## src/rtl/uart_pkg.sv

```systemverilog
// Shared UART constants: parity/stop encodings (common with the transmitter) and RX state codes.
// Latency: n/a (declarations only).
// Backpressure: n/a.
package uart_pkg;

    // Parity modes
    localparam int PAR_NONE  = 0;
    localparam int PAR_EVEN  = 1;
    localparam int PAR_ODD   = 2;
    localparam int PAR_MARK  = 3;
    localparam int PAR_SPACE = 4;

    // Stop-bit modes
    localparam int STOP_1 = 0;
    localparam int STOP_2 = 1;

    // Receiver FSM states
    localparam logic [2:0] S_IDLE   = 3'd0;
    localparam logic [2:0] S_START  = 3'd1;
    localparam logic [2:0] S_DATA   = 3'd2;
    localparam logic [2:0] S_PARITY = 3'd3;
    localparam logic [2:0] S_STOP   = 3'd4;
    localparam logic [2:0] S_HOLD   = 3'd5;

    // Expected parity bit given the mode and the XOR reduction of the data word
    function automatic logic par_expect(input int mode, input logic data_xor);
        logic r;
        case (mode)
            PAR_EVEN:  r = data_xor;
            PAR_ODD:   r = ~data_xor;
            PAR_MARK:  r = 1'b1;
            default:   r = 1'b0;
        endcase
        return r;
    endfunction

endpackage

```

## src/rtl/uart_sync.sv

```systemverilog
// Two-flop synchronizer for an asynchronous, idle-high input.
// Latency: 2 clk cycles from input change to o_q.
// Backpressure: none; samples every cycle.
module uart_sync (
    input  logic clk,
    input  logic rst,
    input  logic i_d,
    output logic o_q
);

    logic r_s1;
    logic r_s2;

    // Resync chain; resets to the idle (high) level so no false start follows reset
    always_ff @(posedge clk) begin
        if (rst) begin
            r_s1 <= 1'b1;
            r_s2 <= 1'b1;
        end else begin
            r_s1 <= i_d;
            r_s2 <= r_s1;
        end
    end

    assign o_q = r_s2;

endmodule

```

## src/rtl/uart_rx.sv

```systemverilog
// UART receiver: start, N data bits MSB first, optional parity, 1 or 2 stop bits, OVS clks per bit.
// Latency: valid pulses on the edge of the last stop-bit sample (mid stop bit + 2 sync cycles).
// Backpressure: none; data is held until the next valid, consumer must keep up with one frame time.
module uart_rx
    import uart_pkg::*;
#(
    parameter int N      = 8,
    parameter int PARITY = PAR_NONE,
    parameter int STOP   = STOP_1,
    parameter int OVS    = 16
) (
    input  logic         clk,
    input  logic         rst,
    input  logic         d,
    output logic [N-1:0] data,
    output logic         valid,
    output logic         perr,
    output logic         ferr,
    output logic         busy
);

    localparam int TW = $clog2(OVS);
    localparam int BW = $clog2(N + 1);

    logic          w_rx_s;
    logic          w_half;
    logic          w_full;
    logic          w_ferr_nxt;
    logic          w_par_exp;

    logic [2:0]    r_state;
    logic [TW-1:0] r_tick;
    logic [BW-1:0] r_bit;
    logic [N-1:0]  r_sh;
    logic          r_perr_n;
    logic          r_ferr_n;
    logic [N-1:0]  r_data;
    logic          r_valid;
    logic          r_perr;
    logic          r_ferr;

    uart_sync u_sync (
        .clk (clk),
        .rst (rst),
        .i_d (d),
        .o_q (w_rx_s)
    );

    // Sample points: mid start bit, then every full bit period
    assign w_half     = (r_tick == TW'(OVS / 2 - 1));
    assign w_full     = (r_tick == TW'(OVS - 1));
    assign w_ferr_nxt = r_ferr_n | ~w_rx_s;
    assign w_par_exp  = par_expect(PARITY, ^r_sh);

    // Frame FSM with tick/bit counters, shift register and registered result outputs
    always_ff @(posedge clk) begin
        if (rst) begin
            r_state  <= S_IDLE;
            r_tick   <= '0;
            r_bit    <= '0;
            r_sh     <= '0;
            r_perr_n <= 1'b0;
            r_ferr_n <= 1'b0;
            r_data   <= '0;
            r_valid  <= 1'b0;
            r_perr   <= 1'b0;
            r_ferr   <= 1'b0;
        end else begin
            r_valid <= 1'b0;
            r_tick  <= r_tick + TW'(1);
            case (r_state)
                S_IDLE: begin
                    r_tick <= '0;
                    r_bit  <= '0;
                    if (!w_rx_s) begin
                        r_state  <= S_START;
                        r_perr_n <= 1'b0;
                        r_ferr_n <= 1'b0;
                    end
                end
                S_START: begin
                    if (w_half) begin
                        r_tick  <= '0;
                        r_bit   <= '0;
                        // A line back high at mid start bit was a glitch
                        r_state <= w_rx_s ? S_IDLE : S_DATA;
                    end
                end
                S_DATA: begin
                    if (w_full) begin
                        r_tick <= '0;
                        r_sh   <= {r_sh[N-2:0], w_rx_s};
                        if (r_bit == BW'(N - 1)) begin
                            r_bit   <= '0;
                            r_state <= (PARITY != PAR_NONE) ? S_PARITY : S_STOP;
                        end else begin
                            r_bit <= r_bit + BW'(1);
                        end
                    end
                end
                S_PARITY: begin
                    if (w_full) begin
                        r_tick   <= '0;
                        r_bit    <= '0;
                        r_perr_n <= (w_rx_s != w_par_exp);
                        r_state  <= S_STOP;
                    end
                end
                S_STOP: begin
                    if (w_full) begin
                        r_tick   <= '0;
                        r_ferr_n <= w_ferr_nxt;
                        if (r_bit == BW'(STOP)) begin
                            r_bit   <= '0;
                            r_data  <= r_sh;
                            r_perr  <= r_perr_n;
                            r_ferr  <= w_ferr_nxt;
                            r_valid <= 1'b1;
                            // After a framing error wait for the line to go idle before rearming
                            r_state <= w_ferr_nxt ? S_HOLD : S_IDLE;
                        end else begin
                            r_bit <= r_bit + BW'(1);
                        end
                    end
                end
                S_HOLD: begin
                    r_tick <= '0;
                    r_bit  <= '0;
                    if (w_rx_s) begin
                        r_state <= S_IDLE;
                    end
                end
                default: begin
                    r_tick  <= '0;
                    r_bit   <= '0;
                    r_state <= S_IDLE;
                end
            endcase
        end
    end

    assign data  = r_data;
    assign valid = r_valid;
    assign perr  = r_perr;
    assign ferr  = r_ferr;
    assign busy  = (r_state != S_IDLE);

endmodule

```

## config.mk

```make
export PLATFORM = sky130hd
export DESIGN_NAME = uart_rx
export DESIGN_NICKNAME = d
export VERILOG_FILES = /design/src/rtl/uart_pkg.sv /design/src/rtl/uart_sync.sv /design/src/rtl/uart_rx.sv
export SDC_FILE = /design/constraint.sdc
export NUM_CORES = 1
export LEC_CHECK = 0
export CAP_MARGIN = 20
export CORE_AREA = 5 5 62 64
export CTS_BUF_LIST = sky130_fd_sc_hd__clkbuf_2
export CTS_CLUSTER_SIZE = 10
export DETAILED_ROUTE_END_ITERATION = 8
export DIE_AREA = 0 0 67 69
export GPL_TIMING_DRIVEN = 0
export PLACE_DENSITY = 0.78
export RECOVER_POWER = 50
export SYNTH_ARGS = -nofsm -noshare
export SYNTH_HDL_FRONTEND = slang
export SYNTH_SLANG_ARGS = --single-unit
export TNS_END_PERCENT = 100
```

## constraint.sdc

```tcl
create_clock -name clk -period 3.9 [get_ports clk]
set_input_delay 0.78 -clock clk [delete_from_list [all_inputs] [get_ports clk]]
set_output_delay 0.78 -clock clk [all_outputs]
set_load 0.05 [all_outputs]
```

==> out/results.txt <==
Total Die Area - 4620 um^2
Number of synthesized register bits - 34
Upper clock frequency limit - 327 MHz
Fillers - 307
Number of standard-cell rows in the floorplan - 21
Combinational Power Share - 11.8%
Source of the worst hold timing path - u_sync.r_s1
Max Clock Skew - 20.3 ps
Number of global-route vias before repair - 1,203
R2r worst-path depth - 5
Result of the run - complete, no violations
Unrepaired setup endpoints after global routing - false
Final critical-path share of the clock period - 78.5%
Main flop type after synthesis - sky130_fd_sc_hd__dfxtp_1
Clock root buffer - sky130_fd_sc_hd__clkbuf_2
WP data arrival - 2280 ps
FF+latch area - 681 um^2
Total number of yosys warnings - 0
Met2 routed wirelength - 1420 um
Final HPWL from detailed placement - 2180 um
P per Cell Area - 405 nW/um^2
Cell area after technology mapping - 1560 um^2
Average wire per standard cell - 12.2 um
WP data required - 3120 ps
# diodes - 0
Clk_lat worst skew - 380 ps
Violation count after the first detailed-route iteration - 83
Total power draw - 734 uW
Peak VDD IR - 201 uV
Dpl cell area - 1750 um^2
Vias post-DR - 1,250
Commonest cells after routing, fill and taps aside - sky130_fd_sc_hd__dfxtp_1 (34), sky130_fd_sc_hd__nand2_1 (22), sky130_fd_sc_hd__nor2_1 (19)
Pins over their slew limit - 0
Post-Syn Instances - 171
Part of the power in the clock network - 39.0%
CTS clock-pin slew for the worst setup and hold paths - 170 ps
Switching power share of the total - 24.2%
Global-route usage over all layers - 13.6%
Detail Route met3 WL - 150 um
Max layer used - met4
Share of post-route cells with drive strength above 1 - 10.9%
Worst reg2reg endpoint - r_state[2]
Cells on Worst Hold Path - 1
Number of top-level pins - 15
First-pass iteration count of the detailed router - 4
Crit-path max FO - 10
Die outline width - 67 um
Critical setup path kind - flop to output port
Clock tree from TritonCTS - done
Critical Path Source Type - flop
Count of hold buffers inserted by post-cts repair - 0
Async SR Flop Fraction - 0%
Terminating pin of the worst hold path - u_sync.o_q
Layout Cell Area excl Fill - 1810 um^2
Number of DRC violations after detailed routing - 0
Largest net degree at the start of global routing - 12
Post-synth net total - 177
Total number of clock tree sinks - 34
Reg power frac - 49.3%
Final setup vio count - 0
Initial standard-cell utilization of the core - 48.2%
Final hold violation count - 0
DIE HEIGHT - 69 um
Switching pwr - 178 uW
Area grow syn2layout - 16.5%
Multi-input gate area - 791 um^2
DRT antenna net count - 0
Worst r2r src - r_tick[0]
Avg Vias per Cell - 5.23
First-pass GRT wire length - 5040 um
CORE AREA - 3230 um^2
Post-Route WL - 2920 um
Most common library cell in the layout ignoring fill and taps - sky130_fd_sc_hd__dfxtp_1
Yosys cell types - 41
Worst min-delay path class - flop to flop
Avg Inst Size Synth - 9.10 um^2
Endpoint class of the critical path - output port
Summed negative setup slack over all endpoints - 0 ps
Post-CTS sizing - 0
Sequential share of the synthesized area - 43.7%
Count of maximum capacitance violations - 0
Leakage Power - 0.000726 uW
Antenna violations before repair - 0
Shortest period the worst path allows - 3060 ps
Number of flops mapped to enable cells by yosys - 0
Setup slack of the worst register-to-register path - 1360 ps
Worst slew slack as a fraction of its limit - 15.7%
Postcts setup bufs - 0
Slew @ Worst Pin - 1250 ps
CTS H-Tree Depth - 2
Nets@finish - 198
Number of buffers between clock root and the deepest sink - 2
Internal power summed over all cells - 556 uW
Overall overflow remaining after global route - 0
RD Place Congestion - 0.844
TritonCTS buffer count - 5
M1 WL - 1320 um
Count of input and output buffers - 14
## power groups by stage
stage               registers [uW]  logic, uW  clock network, uW
CTS                            362       96.6                293
global route                   363       95.8                312
detailed placement             369       95.9                  0
finish                         362       86.5                286
floorplan                      367       75.3                  0
global placement               368       93.8                  0
## logic make-up after synthesis
logic type / after synthesis / synth area share [%]
xor gates and xnor gates: 3 / 1.69
adders and majority gates: 3 / 2.41
and+or+nand+nor: 77 / 28.1
muxes: 11 / 7.15
AOI/OAI and AO/OA: 30 / 13.4
buffers and inverters: 13 / 3.54
DFF: 34 / 43.7
## cell type report
type / count / share of cell area [%]
buffer: 9 / 2.21
clock buffer: 5 / 1.38
clock inverter: 3 / 3.52
inverter: 4 / 0.828
multi-input combinational: 124 / 43.6
sequential: 34 / 37.5
tap: 46 / 3.17
timing repair buffer: 14 / 7.73
## metrics by stage
stage	utilization, %	hold slack, ps	setup slack, ps	cells
5_1_grt	56.1	479	725	239
6_report	56.1	431	840	239
3_5_place_dp	54.3	394	1300	231
4_1_cts	57.0	432	840	239
3_3_place_gp	54.3	394	1300	231
2_1_floorplan	-	389	1960	171
## state kept, by name, summed over array words and instances, names as in the netlist
register / flops
data: 8
ferr: 1
perr: 1
r_bit: 4
r_ferr_n: 1
r_perr_n: 1
r_sh: 8
r_state: 3
r_tick: 4
u_sync.o_q: 1
u_sync.r_s1: 1
valid: 1
## critical path, stage by stage (launching register included)
cell	delay [ps]
sky130_fd_sc_hd__dfxtp_1	520
sky130_fd_sc_hd__clkbuf_1	360
sky130_fd_sc_hd__nor2_1	140
sky130_fd_sc_hd__nand2_1	90
sky130_fd_sc_hd__clkdlybuf4s50_1	800
## synth_stat cells, drive strengths merged, types with 2 or more instances
master  count  area (um^2)
a21oi      17         96.4
xor2        2         17.5
mux2i      10          100
a211oi      2         15.0
and3        2         12.5
nand3b      3         22.5
dfxtp      34          681
nand2      22         82.6
and3b       2         17.5
nor3b       3         32.5
buf         5         25.0
clkbuf      4         15.0
nor3        6         30.0
nor2       19         71.3
inv         4         15.0
nand3       4         20.0
nand2b      5         33.8
ha          3         37.5
or3b        2         20.0
o21ai       4         20.0
or2         2         12.5
## worst max path at each step
stage               start   end  slack [ps]  cells past startpoint
2_1_floorplan  r_state[0]  busy        1960                      3
3_3_place_gp   r_state[0]  busy        1300                      4
3_5_place_dp   r_state[0]  busy        1300                      4
4_1_cts        r_state[0]  busy         840                      4
5_1_grt        r_state[0]  busy         730                      4
6_report       r_state[0]  busy         840                      4
## per-layer routing
metal	up-vias	global-route usage, %
li1	635	-
met1	585	17.1
met2	26	21.0
met3	4	5.19
met4	0	4.50
met5	-	0
Power figures use the tool's default switching activity.
